$ cat src/rtl/seven_seg_scan.sv
// seven_seg_scan: self-scanning multi-digit seven-segment display driver.
//
// The block keeps its own refresh counter and digit scan index. It latches
// the digit-code bus once per frame so that one scan never shows a mix of
// old and new values. Leading-zero suppression is optional. All
// display-facing outputs are active low.
//
// Ports
//   clk           system clock, rising edge
//   rst           asynchronous reset, active low
//   digits        packed 4-bit codes; digit k = digits[4k+3:4k], digit 0 rightmost
//   dp_mask       bit k lights the decimal point of digit k
//   lz_en         1 = blank leading zeros (digit 0 is always shown)
//   disp_en       0 = all anodes off (scanning continues)
//   segments      segments a..g (index 0 = a), active low, registered
//   dp            decimal point, active low, registered
//   anode_active  one-hot-low anode select, registered
//   digit_idx     index of the digit currently being scanned
//   frame_tick    one-cycle pulse when the scan wraps back to digit 0

module seven_seg_scan #(
    parameter int NUM_DIGITS  = 4,
    parameter int REFRESH_DIV = 100000,
    parameter int IDX_W       = 2
) (
    input  logic                    clk,
    input  logic                    rst,
    input  logic [4*NUM_DIGITS-1:0] digits,
    input  logic [NUM_DIGITS-1:0]   dp_mask,
    input  logic                    lz_en,
    input  logic                    disp_en,
    output logic [0:6]              segments,
    output logic                    dp,
    output logic [NUM_DIGITS-1:0]   anode_active,
    output logic [IDX_W-1:0]        digit_idx,
    output logic                    frame_tick
);

    localparam int                CNT_W   = $clog2(REFRESH_DIV);
    localparam logic [CNT_W-1:0] CNT_MAX = CNT_W'(REFRESH_DIV - 1);
    localparam logic [IDX_W-1:0] IDX_MAX = IDX_W'(NUM_DIGITS - 1);

    logic [CNT_W-1:0]        cnt_q, cnt_d;
    logic [IDX_W-1:0]        idx_q, idx_d;
    logic                    tick_q, tick_d;
    logic [4*NUM_DIGITS-1:0] snap_dig_q;
    logic [NUM_DIGITS-1:0]   snap_dp_q;
    logic [0:6]              seg_q, seg_d;
    logic                    dp_q, dp_d;
    logic [NUM_DIGITS-1:0]   anode_q, anode_d;

    logic                    cnt_tc;
    logic                    wrap;
    logic [NUM_DIGITS-1:0]   blank;
    logic                    zero_run;
    logic [3:0]              cur_code;
    logic                    cur_blank;
    logic                    cur_dp;

    function automatic logic [0:6] seg_decode(input logic [3:0] code);
        logic [0:6] s;
        case (code)
            4'd0:    s = 7'b0000001;
            4'd1:    s = 7'b1001111;
            4'd2:    s = 7'b0010010;
            4'd3:    s = 7'b0000110;
            4'd4:    s = 7'b1001100;
            4'd5:    s = 7'b0100100;
            4'd6:    s = 7'b0100000;
            4'd7:    s = 7'b0001111;
            4'd8:    s = 7'b0000000;
            4'd9:    s = 7'b0001100;
            4'd15:   s = 7'b1111110;     // minus sign
            default: s = 7'b1111111;     // 10..13 unused, 14 = blank
        endcase
        return s;
    endfunction

    // Refresh counter and scan index. The snapshot and frame_tick share the
    // edge on which the index wraps back to digit 0.
    always_comb begin
        cnt_tc = (cnt_q == CNT_MAX);
        wrap   = cnt_tc && (idx_q == IDX_MAX);
        cnt_d  = cnt_tc ? '0 : cnt_q + CNT_W'(1);
        idx_d  = idx_q;
        if (cnt_tc) begin
            idx_d = wrap ? '0 : idx_q + IDX_W'(1);
        end
        tick_d = wrap;
    end

    // A digit is a leading zero when it and every digit above it are zero
    // in the snapshot. The zero run is walked from the most significant
    // digit downwards. Any non-zero code, minus and blank included, ends it.
    always_comb begin
        blank    = '0;
        zero_run = lz_en;
        for (int k = NUM_DIGITS - 1; k >= 1; k--) begin
            zero_run = zero_run && (snap_dig_q[4*k +: 4] == 4'd0);
            blank[k] = zero_run;
        end
    end

    // Selects the digit at the current index. The outputs are registered,
    // so they follow digit_idx one cycle later.
    always_comb begin
        cur_code  = '0;
        cur_blank = 1'b0;
        cur_dp    = 1'b0;
        anode_d   = '1;
        for (int k = 0; k < NUM_DIGITS; k++) begin
            if (idx_q == IDX_W'(k)) begin
                cur_code  = snap_dig_q[4*k +: 4];
                cur_blank = blank[k];
                cur_dp    = snap_dp_q[k];
                anode_d[k] = ~disp_en;
            end
        end
        seg_d = cur_blank ? 7'b1111111 : seg_decode(cur_code);
        // The decimal point lights even on a blanked digit when its mask bit is set.
        dp_d  = ~cur_dp;
    end

    always_ff @(posedge clk or negedge rst) begin
        if (!rst) begin
            cnt_q      <= '0;
            idx_q      <= '0;
            tick_q     <= 1'b0;
            snap_dig_q <= '0;
            snap_dp_q  <= '0;
            seg_q      <= 7'b1111111;
            dp_q       <= 1'b1;
            anode_q    <= '1;
        end else begin
            cnt_q   <= cnt_d;
            idx_q   <= idx_d;
            tick_q  <= tick_d;
            seg_q   <= seg_d;
            dp_q    <= dp_d;
            anode_q <= anode_d;
            if (wrap) begin
                snap_dig_q <= digits;
                snap_dp_q  <= dp_mask;
            end
        end
    end

    assign segments     = seg_q;
    assign dp           = dp_q;
    assign anode_active = anode_q;
    assign digit_idx    = idx_q;
    assign frame_tick   = tick_q;

endmodule

$ cat config.mk
export PLATFORM = sky130hd
export DESIGN_NAME = seven_seg_scan
export DESIGN_NICKNAME = d
export VERILOG_FILES = /design/src/rtl/seven_seg_scan.sv
export SDC_FILE = /design/constraint.sdc
export NUM_CORES = 1
export LEC_CHECK = 0
export CAP_MARGIN = 20
export CORE_MARGIN = 1
export CORE_UTILIZATION = 38
export CTS_CLUSTER_DIAMETER = 80
export DETAILED_ROUTE_END_ITERATION = 7
export PLACE_DENSITY = 0.64
export SETUP_SLACK_MARGIN = 0.15
export SLEW_MARGIN = 20
export SYNTH_ARGS = -nofsm -noshare
export SYNTH_HDL_FRONTEND = slang
export SYNTH_SLANG_ARGS = --single-unit
$ cat constraint.sdc
create_clock -name clk -period 2.9 [get_ports clk]
set_clock_uncertainty 0.05 [all_clocks]
set_input_delay 0.58 -clock clk [delete_from_list [all_inputs] [get_ports clk]]
set_output_delay 0.58 -clock clk [all_outputs]
set_load 0.05 [all_outputs]
Word level (Yosys, flattened, before mapping)
Memories as Yosys holds them, arrays and structs flattened.
Cells that the tools add are included.
{ "totals": {"out_inout_bits": 15, "romBits": 112, "ff_bits": 52, "n_memories": 1} }
{ "op_classes": {"reduce_logical": 8, "n_addsub": 2, "eq_ne": 4, "n_mux": 18, "n_bitwise": 2} }
{ "memory_table": {"columns": ["name", "depth", "word_bits", "read_ports", "rd_ports_with_merged_regs", "write_ports", "line_no", "source"], "rows": [
  ["(no name shown)", 16, 7, 1, 0, 0, "62", "case (code)"]
]} }
{ "ops": {"columns": ["op", "count"], "rows": [
  ["adder 17 x 1 -> 17 bit, second input constant", 1],
  ["== test 17 bit, second input constant", 1],
  ["two-way mux 17 bit", 1],
  ["two-way mux 4 bit", 4],
  ["zero test 4 bit", 3],
  ["two-way mux 1 bit", 11],
  ["two-way mux 7 bit", 1],
  ["== test 2 bit, second input constant", 2],
  ["logical AND 1 bit", 4],
  ["adder 2 x 1 -> 2 bit, second input constant", 1],
  ["== test 2 x 1 -> 1 bit, second input constant", 1],
  ["zero test 2 bit", 1],
  ["two-way mux 2 bit", 1],
  ["NOT 1 bit", 2]
]} }

Depth between registers and ports, before layout
Gate-level depths: netlist (run 1).
{ "depth": {"ltp_word": 8, "mapped_depth": 10, "depth_no_buf": 9} }

Worst setup path before layout (run 1)
No wires, ideal clock.
{ "synth_path": {"path_type": "reg2reg", "start": "register idx_q[1] (netlist: digit_idx[1])", "end": "register seg_q (netlist bit segments[5])", "stages_incl_launch_ff": 11, "setup_time_ps": 78, "arrival_ps": 2705, "required_ps": 2772, "path_buffers": 1, "slack_ps": 67, "period_less_slack_ps": 2833, "path_cell_list": "dfrtp_1 -> inv_1 -> ha_1 -> clkbuf_1 -> nand3b_1 -> a221oi_1 -> inv_1 -> ha_1 -> inv_1 -> mux2i_1 -> a31oi_1"} }
{ "synth_between": {"elab_chain_cells": 7} }
{ "synth_lines": {"columns": ["item", "line_no", "source"], "rows": [
  ["from (decl)", "44", "logic [IDX_W-1:0] idx_q, idx_d;"],
  ["from (signal assigned)", "136", "idx_q <= idx_d;"],
  ["zero test 2 bit", "112", "if (idx_q == IDX_W'(k)) begin"],
  ["two-way mux 4 bit (4 in a row)", "112", null],
  ["memory read (16 x 7 bit)", null, null],
  ["two-way mux 7 bit (*)", "119", "seg_d = cur_blank ? 7'b1111111 : seg_decode(cur_code);"],
  ["named net seg_d (one bit)", "48", "logic [0:6] seg_q, seg_d;"],
  ["to (signal assigned)", "138", "seg_q <= seg_d;"],
  ["to (decl)", "48", null]
]} }
The timed path passes the listed nets; every way through them passes the cells marked *.
A chain may end at the register's enable or synchronous reset.

Final worst setup path (run 1)
{ "layout_path": {"start": "register idx_q[0] (netlist: digit_idx[0])", "end": "register seg_q (netlist bit segments[5])"} }
The elaborated chain is that of the path after synthesis.

==> results of run 1 <==
-- cell type report --
class,instances,area (sq um),share of cell area (%)
clock buffers,8,100,3.16
inverters,14,52.6,1.66
multi-input cells,146,1180,37.3
flip-flops and latches,52,1320,41.6
well taps,77,96.3,3.04
repair buffers,42,418,13.2
-- cells in the mapped netlist (2+ instances only) --
master    instances
nor3_1            5
inv_1            14
a21oi_1           2
dfstp_2          12
nand2_1           8
a211oi_1          4
nand3b_1          4
nand4_1           5
a31oi_1           4
nor2b_1           5
nand3_1           8
a221o_1           2
ha_1             12
mux2i_1           5
xnor2_1           8
nor3b_1           4
mux2_4           10
nor2_1           15
mux2_2            8
nor4_1            5
a221oi_1          2
clkbuf_1          5
dfrtp_1          40
o21ai_0           8
xor2_1            6
-- logic make-up after synthesis --
| group | count (synthesis) | share of synthesized area, % |
|---|---|---|
| AND/OR/NAND/NOR | 68 | 15.5 |
| flip-flops | 52 | 51.3 |
| AO/OA/AOI/OAI | 29 | 7.90 |
| multiplexers | 23 | 11.3 |
| buffers and inverters | 21 | 3.41 |
| XOR/XNOR | 14 | 4.78 |
| adder cells (fa/ha/maj) | 12 | 5.85 |
-- cell usage in the layout, fill, tap and decap left out, types with 4 or more instances in the layout --
cell type	n
ha_1	12
nor2_1	15
a211oi_1	4
nand2_1	8
mux2i_1	5
nor2b_1	5
nand3b_1	4
mux2_2	8
inv_1	14
dfstp_2	12
a31oi_1	4
nor3_1	5
nand3_1	8
clkbuf_8	7
clkdlybuf4s50_1	37
nor4_1	5
xnor2_1	8
o21ai_0	8
dfrtp_1	40
mux2_4	10
xor2_1	6
nor3b_1	4
nand4_1	5
-- power by group --
part           switching (uW)  total, uW  internal (uW)  leakage [uW]
combinational            83.7        160           75.9      0.000774
sequential               12.1        767            754      0.000616
clock                     227        445            218     0.0000515
total                     323       1370           1050       0.00144
-- registers in the layout (all words and copies together) (netlist names) --
name and count:
segments 7, anode_active 4, snap_dp_q 4, frame_tick 1
digit_idx 2, dp 1, snap_dig_q 16, cnt_q 17
-- per-layer routing --
| layer | vias up | track usage, % | wire (microns) |
|---|---|---|---|
| met5 | - | 0 | 0 |
| met2 | 32 | 20.9 | 2030 |
| li1 | 859 | - | - |
| met1 | 813 | 23.5 | 2520 |
| met4 | 0 | 5.17 | 71 |
| met3 | 7 | 3.93 | 203 |
-- path summary, 6_finish.rpt --
check | endpoint
max reg2reg | segments[5]
min reg2reg | dp
max in group asynchronous | segments[1]
max | segments[5]
min | snap_dp_q[1]
min in group clk | dp
-- repair_timing --
item                       CTS  global route
resized for setup            0             1
setup endpoints to repair    0             3
hold buffers                 0             0
-- metrics by stage --
stage	std cells	power [uW]	setup slack, ns	cell area (sq um)	hold slack [ns]
detailed placement	331	941	0.463	3050	0.374
global placement	331	940	0.609	3050	0.355
finish	339	1370	0.560	3160	0.221
floorplan	219	862	0.317	2570	0.234
global route	339	1430	0.298	3160	0.257
CTS	339	1390	0.413	3150	0.238
==> flow_summary_export.csv, run 1 <==
group,metric,value,unit
grt,grt-ovfl-total,0,
logic_synthesis,synth_edf_count,0,
min_path,min_path_type,"in -> async",
logic_synthesis,syn-cell-area,0.00257,sq mm
setup_path,worstReg2RegStart,"digit_idx[0]",
setup_path,cp_slowest_cell,"a221oi_4",
setup_path,endpoint_kind,"register",
setup_path,worstRegToRegCells,9,
clocking,h-tree-depth,2,
clocking,clk_pin_slew,0.09,ns
setup_path,path_cells,"inv_1 -> ha_1 -> a211oi_1 -> a221oi_4 -> inv_1 -> ha_1 -> inv_1 -> mux2i_1 -> a31oi_1",
sta,setup-violations-final,0,
logic_synthesis,ys_seq_area_share,51.3,%
die,dieHeight,84.2,microns
detailed_routing,wl_per_cell,14.2,microns
logic_synthesis,yosysTopAreaCellShare,39.0,%
setup_path,slowest_delay,0.47,ns
sta,fmax,0.427,GHz
setup_path,critPathLaunchType,"register",
die,dieArea,0.00709,sq mm
grt,grt_pass1_wl,8.51,mm
logic_synthesis,synthTopCellsByArea,"dfrtp_1, dfstp_2, ha_1",
sta,maxSlewHeadroom,60.9,%
sta,slew_viol_final,0,
clocking,clock_latency,0.30,ns
setup_path,rrSetupSlack,0.56,ns
setup_path,crit_family,"compound AO/OA/AOI/OAI gates",
outcome,violations,"design-rule violations",
die,fp-row-count,29,
power_and_ir_drop,power_leakage,0.00144,uW
finish,area_delta_synth_final,23.2,%
grt,grt_pass1_vias,1669,
logic_synthesis,ys.flop_type,"dfrtp_1",
grt,grt_util_all_layers,15.3,%
detailed_routing,initialDrtViolationCount,67,
logic_synthesis,syn_inst,219,
sta,finalHoldViolCount,0,
sta,finalCritPeriodShare,80.7,%
clocking,cts-buffers-inserted,5,
detailed_routing,via_per_inst,5.05,
clocking,cts_root_buf,"clkbuf_8",
power_and_ir_drop,ir_worst_vdd,0.179,mV
power_and_ir_drop,power_density,433,mW/mm^2
setup_path,path_buf_inv,3,
grt,antenna_found_initial,0,
logic_synthesis,syn_area_per_cell,11.7,sq um
setup_path,worst-path-max-fanout,12,
detailed_routing,routed_wl,4.82,mm
placed_design,hpwl,3.41,mm
die,die_w,84.2,microns
die,io-pin-count,39,
setup_path,worst-endpoint-required,3.07,ns
placed_design,numPortBuffers,38,
die,initial_core_util,40.0,%
detailed_routing,route.detailed.drc,4,
finish,drive_above_1_share,17.9,%
sta,tightest_slew,0.586,ns
clocking,post-cts-setup-buffers,0,
grt,grt_start_max_net_pins,28,
finish,post-route-util,49.3,%
logic_synthesis,yosysTopAreaCell,"dfrtp_1",
sta,fin_crit,2.34,ns
finish,nets,297,
clocking,tritoncts,"done",
logic_synthesis,ys_async_sr_fraction,100,%
finish,fillCellCount,575,
sta,rsz0062_at_grt,"no",
setup_path,cp.arrival,2.51,ns
clocking,clock-sinks,52,
clocking,cts_max_path_buffers,2,
placed_design,gp_congestion,0.808,
detailed_routing,vias,1711,
setup_path,crit_start,"digit_idx[0]",
logic_synthesis,ys_ff_latch,52,
sta,final.setup.tns,0,ns
setup_path,crit_cells,9,
detailed_routing,dr.pass1.iters,6,
logic_synthesis,synthesis.nets,255,
finish,n_antenna_cell,0,
setup_path,crit_top_cell,"inv_1",
logic_synthesis,ys_types,43,
die,fp.coreArea,0.00642,sq mm
detailed_routing,drtAntennaViolNets,0,
outcome,outcome,"complete, but fails checks",
logic_synthesis,yosysWarnings,0,
setup_path,path_class,"reg -> reg",
job,drv_cap,0,
Power figures use the tool's default switching activity.
==> inputs of run 2 (changes only) <==
--- a/config.mk
+++ b/config.mk
@@ -10,7 +10,7 @@
 export CORE_UTILIZATION = 38
 export CTS_CLUSTER_DIAMETER = 80
 export DETAILED_ROUTE_END_ITERATION = 7
-export PLACE_DENSITY = 0.64
+export PLACE_DENSITY = 0.66
 export SETUP_SLACK_MARGIN = 0.15
 export SLEW_MARGIN = 20
 export SYNTH_ARGS = -nofsm -noshare
==> constraint.sdc (replaced) <==
create_clock -name clk -period 2 [get_ports clk]
set_clock_uncertainty 0.05 [all_clocks]
set_input_delay 0.4 -clock clk [delete_from_list [all_inputs] [get_ports clk]]
set_output_delay 0.4 -clock clk [all_outputs]
set_load 0.05 [all_outputs]
==> run 2 against run 1 <==
  * The flow finishes with violations (design-rule violations, negative setup slack)
  * Critical path depth down 1
  * Power is 59% higher
  * Flip-flop and latch count is the same
  * Via count is 17% higher
  * Clock power increased by 80%
  * Sequential power up 45%
  * Count of clock-buffer cells in the layout fell by 1
  * Worst setup slack worse by 0.68 ns
  * Worst hold slack better by 0.16 ns
  * Highest routed layer unchanged
==> flow_summary_export.csv, run 2 (synthesis gave the netlist of run 1 again) <==
group,metric,value,unit
finish,layout_common_cells,"buf_4, dfrtp_1, clkdlybuf4s50_1",
sta,setup-violations-final,24,
die,fp.coreArea,0.00642,sq mm
setup_path,critPathLaunchType,"register",
setup_path,endpoint_kind,"register",
detailed_routing,drtAntennaViolNets,0,
setup_path,cp.arrival,2.31,ns
setup_path,crit_cells,8,
setup_path,worst-path-max-fanout,6,
detailed_routing,via_per_inst,5.15,
die,io-pin-count,39,
clocking,h-tree-depth,2,
setup_path,worst-endpoint-required,2.19,ns
finish,final_common_cell,"buf_4",
power_and_ir_drop,power_density,562,mW/mm^2
sta,fin_crit,2.12,ns
grt,grt_pass1_vias,2042,
grt,grt_start_max_net_pins,27,
sta,slew_viol_final,0,
finish,largest_reg_flops,17,
placed_design,hpwl,3.90,mm
setup_path,path_buf_inv,2,
clocking,cts_root_buf,"clkbuf_8",
setup_path,path_cells,"inv_2 -> buf_4 -> ha_4 -> nand3b_1 -> a221o_2 -> ha_4 -> mux2_4 -> a31oi_1",
setup_path,crit_top_cell,"ha_4",
placed_design,gp_congestion,0.825,
die,die_w,84.2,microns
sta,rsz0062_at_grt,"yes",
outcome,violations,"design-rule violations, negative setup slack",
die,fp-row-count,29,
finish,n_antenna_cell,0,
finish,fin_cells,389,
setup_path,crit_family,"compound AO/OA/AOI/OAI gates",
sta,finalHoldViolCount,0,
finish,nets,347,
clocking,cts-buffers-inserted,5,
die,dieArea,0.00709,sq mm
grt,grt-ovfl-total,0,
sta,setup_ws,-0.123,ns
setup_path,crit_start,"digit_idx[0]",
detailed_routing,dr.pass1.iters,6,
sta,fmax,0.471,GHz
setup_path,worstRegToRegCells,8,
grt,grt_util_all_layers,17.8,%
sta,maxSlewHeadroom,65.7,%
clocking,clock_latency,0.31,ns
setup_path,path_class,"reg -> reg",
clocking,clock-sinks,52,
sta,hold_slack,0.378,ns
grt,grt_pass1_wl,9.83,mm
grt,antenna_found_initial,0,
finish,top_register,"cnt_q",
setup_path,worstReg2RegStart,"digit_idx[0]",
sta,finalCritPeriodShare,106,%
outcome,outcome,"complete, but fails checks",
detailed_routing,vias,2005,
job,drv_cap,0,
detailed_routing,wl_per_cell,16.2,microns
placed_design,numPlacedInstances,362,
setup_path,reg2reg_to,"segments[4]",
setup_path,rrSetupSlack,-0.12,ns
die,dieHeight,84.2,microns
clocking,cts_max_path_buffers,2,
setup_path,cp_slowest_cell,"dfrtp_2",
setup_path,slowest_delay,0.46,ns
min_path,min_path_type,"reg -> reg",
detailed_routing,initialDrtViolationCount,103,
power_and_ir_drop,ir_worst_vdd,0.322,mV
sta,tightest_slew,0.512,ns
clocking,tritoncts,"done",
die,initial_core_util,40.0,%
clocking,clk_pin_slew,0.10,ns
setup_path,cp-endpoint,"segments[4]",
finish,drive_above_1_share,48.1,%
power_and_ir_drop,power_leakage,0.00178,uW
detailed_routing,route.detailed.drc,4,
finish,area_delta_synth_final,50.8,%
placed_design,numPortBuffers,38,
detailed_routing,routed_wl,6.29,mm
[run 2: changes by cell type in the layout (fill, tap and decap cells not counted), sizes merged]
cell	previous run	this run
dlygate4sd3	0	1
nand2	9	11
bufinv	0	1
clkdlybuf4s50	37	22
dlygate4sd2	0	1
buf	5	66
clkbuf	8	7
[run 2: worst min path at each step]
stage                      start            to  slack, ns  depth (start not counted)
CTS                 snap_dp_q[3]            dp       0.39                          1
finish              snap_dp_q[3]            dp       0.38                          1
global placement             rst  snap_dp_q[3]       0.27                          1
floorplan                    rst      cnt_q[0]       0.05                          0
global route        snap_dp_q[3]            dp       0.42                          1
detailed placement           rst      cnt_q[1]       0.27                          1
[run 2: final cells by class]
cell class                      instances  area (sq um)
Tap cell                               77          96.3
Fill cell                             501          2550
Timing Repair Buffer                   90           830
Clock inverter                          1          30.0
Multi-Input combinational cell        148          1450
Inverter                               14          52.6
Clock buffer                            7          96.3
Sequential cell                        52          1320
[run 2: timing repair]
item	CTS	global route
cloned	3	0
endpoints found under the hold margin	11	0
hold buffers	1	0
pin swaps	12	7
buffers inserted	11	4
gates resized for setup	41	30
setup endpoints to repair	27	39
[run 2: report_power, final]
group	switching [uW]	internal, uW	total [uW]
Sequential	19.6	1090	1110
Combinational	132	130	262
Clock	359	442	801
Total	510	1670	2180
[run 2: worst reg2reg max path, stage by stage (launching register included)]
cell	delay [ns]
dfrtp_2	0.46
inv_2	0.12
buf_4	0.13
ha_4	0.16
nand3b_1	0.09
a221o_2	0.43
ha_4	0.19
mux2_4	0.25
a31oi_1	0.19
[run 2: routing by layer]
layer | global-route usage [%] | up-vias | wire (microns)
met3 | 4.52 | 9 | 251
met1 | 23.3 | 995 | 2740
met5 | 0 | - | 0
met2 | 29.0 | 41 | 3220
met4 | 5.80 | 0 | 72
li1 | - | 960 | -
[run 2: through the flow]
step	instance area (sq um)	setup WS, ns	util [%]	setup TNS (ns)	total power [uW]
after floorplan	2640	-0.188	-	-2.28	1250
after global placement	3290	-0.104	51.3	-0.550	1370
after detailed placement	3290	-0.126	51.3	-1.02	1370
after CTS	3720	-0.0651	58.0	-0.292	2190
after global routing	3870	-0.185	60.3	-2.95	2260
final	3870	-0.123	60.3	-1.02	2180
==> inputs of run 3 (changes only) <==
--- a/config.mk
+++ b/config.mk
@@ -5,11 +5,13 @@
 export SDC_FILE = /design/constraint.sdc
 export NUM_CORES = 1
 export LEC_CHECK = 0
-export CAP_MARGIN = 20
+export ABC_CLOCK_PERIOD_IN_PS = 2000
+export CAP_MARGIN = 30
 export CORE_MARGIN = 1
 export CORE_UTILIZATION = 38
 export CTS_CLUSTER_DIAMETER = 80
 export DETAILED_ROUTE_END_ITERATION = 7
+export MAX_ROUTING_LAYER = met4
 export PLACE_DENSITY = 0.66
 export SETUP_SLACK_MARGIN = 0.15
 export SLEW_MARGIN = 20
==> run 3 against run 2 <==
  * The run still ends with design-rule violations, negative setup slack left
  * Non-clock buffer count unchanged
  * First-iteration DRC count down 0.97%
  * Highest routed layer unchanged
  * Register-to-register slack about the same
  * Clock power hardly changed
  * Critical path type unchanged
  * Worst setup slack better by 0.0024 ns
  * Power barely moved
  * Critical endpoint unchanged
  * Die area unchanged
  * Sequential share of layout area stayed put
  * Cell count is the same
  * Global-route usage up 0.56 points
==> flow_summary_export.csv, run 3 (synthesis gave the netlist of run 1 again) <==
group,metric,value,unit
outcome,outcome,"complete, but fails checks",
outcome,violations,"design-rule violations, negative setup slack",
clocking,tritoncts,"done",
sta,setup_ws,-0.121,ns
die,io-pin-count,39,
detailed_routing,route.detailed.drc,4,
min_path,min_path_type,"reg -> reg",
clocking,cts-buffers-inserted,5,
grt,grt_pass1_vias,2049,
placed_design,numPlacedInstances,362,
setup_path,worst-path-max-fanout,6,
clocking,clock_latency,0.31,ns
setup_path,path_class,"reg -> reg",
finish,largest_reg_flops,17,
power_and_ir_drop,power_density,562,mW/mm^2
power_and_ir_drop,ir_worst_vdd,0.322,mV
finish,n_antenna_cell,0,
clocking,clock-sinks,52,
clocking,cts_max_path_buffers,2,
power_and_ir_drop,p_total,2180,uW
grt,grt-ovfl-total,0,
setup_path,worst-endpoint-required,2.19,ns
finish,design_area,0.00387,sq mm
finish,layout_common_cells,"buf_4, dfrtp_1, clkdlybuf4s50_1",
clocking,cts_root_buf,"clkbuf_8",
setup_path,endpoint_kind,"register",
grt,antenna_found_initial,0,
sta,tightest_slew,0.514,ns
finish,post-route-util,60.3,%
sta,rsz0062_at_grt,"yes",
placed_design,gp_congestion,0.838,
sta,finalHoldViolCount,0,
detailed_routing,initialDrtViolationCount,102,
sta,maxSlewHeadroom,65.6,%
die,dieHeight,84.2,microns
detailed_routing,dr.pass1.iters,6,
placed_design,dpl_cell_area,0.00329,sq mm
detailed_routing,routed_wl,6.26,mm
finish,area_delta_synth_final,50.8,%
grt,grt_util_all_layers,18.4,%
grt,grt_pass1_wl,9.83,mm
die,initial_core_util,40.0,%
finish,nets,347,
sta,fmax,0.471,GHz
detailed_routing,wl_per_cell,16.1,microns
placed_design,numPortBuffers,38,
setup_path,critPathLaunchType,"register",
clocking,clk_pin_slew,0.10,ns
finish,fin_cells,389,
sta,finalCritPeriodShare,106,%
die,die_w,84.2,microns
setup_path,cp.arrival,2.31,ns
finish,final_common_cell,"buf_4",
detailed_routing,via_per_inst,5.16,
job,drv_cap,0,
detailed_routing,vias,2006,
clocking,h-tree-depth,2,
grt,grt_start_max_net_pins,27,
finish,top_register,"cnt_q",
power_and_ir_drop,power_leakage,0.00178,uW
sta,fin_crit,2.12,ns
die,fp.coreArea,0.00642,sq mm
sta,slew_viol_final,0,
die,fp-row-count,29,
sta,setup-violations-final,24,
finish,drive_above_1_share,48.1,%
die,dieArea,0.00709,sq mm
placed_design,hpwl,3.90,mm
detailed_routing,drtAntennaViolNets,0,
-- run 3: layout make-up --
class | instances | area [sq um]
repair buffers | 90 | 830
inverters | 14 | 52.6
flip-flops and latches | 52 | 1320
clock buffers | 7 | 96.3
clock inverters | 1 | 30.0
fillers | 501 | 2550
multi-input cells | 148 | 1450
well taps | 77 | 96.3
-- run 3: worst max-delay path, stage by stage (launching register included) --
cell	delay, ns
dfrtp_2	0.46
inv_2	0.12
buf_4	0.13
ha_4	0.16
nand3b_1	0.09
a221o_2	0.43
ha_4	0.19
mux2_4	0.25
a31oi_1	0.19
-- run 3: path summary, 6_finish.rpt --
path                                   start     endpoint  depth (start not counted)  slack [ns]
worst min register to register  snap_dp_q[3]           dp                          1        0.38
worst max-delay path            digit_idx[0]  segments[4]                          8       -0.12
min in group asynchronous                rst     cnt_q[4]                          2        0.46
worst max register to register  digit_idx[0]  segments[4]                          8       -0.12
max in group asynchronous                rst  segments[6]                          3        0.87
worst min-delay path            snap_dp_q[3]           dp                          1        0.38
-- run 3: per-layer routing --
| layer | wire [microns] | global-route usage (%) | vias up |
|---|---|---|---|
| met5 | 0 | - | - |
| met4 | 72 | 5.80 | 0 |
| met3 | 221 | 4.13 | 8 |
| met2 | 3200 | 28.9 | 42 |
| met1 | 2770 | 23.6 | 998 |
| li1 | - | - | 958 |
-- run 3: power by group --
part / leakage [uW] / switching [uW] / internal [uW] / total [uW]
combinational: 0.00111 / 132 / 130 / 262
clock: 0.0000645 / 360 / 442 / 802
sequential: 0.000612 / 19.7 / 1090 / 1110
total: 0.00178 / 511 / 1670 / 2180
-- run 3: timing repair --
item                                   in CTS  in global routing
setup buffers                              11                  4
gates cloned                                3                  0
hold buffers                                1                  0
setup endpoints to repair                  27                 39
pin swaps                                  12                  7
gates resized for setup                    41                 30
endpoints found under the hold margin      11                  0
-- run 3: metrics by stage --
stage               hold WS, ns  TNS [ns]  setup slack [ns]
detailed placement        0.274     -1.02            -0.126
floorplan                0.0544     -2.28            -0.188
finish                    0.378    -0.960            -0.121
global route              0.425     -2.94            -0.184
CTS                       0.386    -0.292           -0.0651
global placement          0.271    -0.550            -0.104
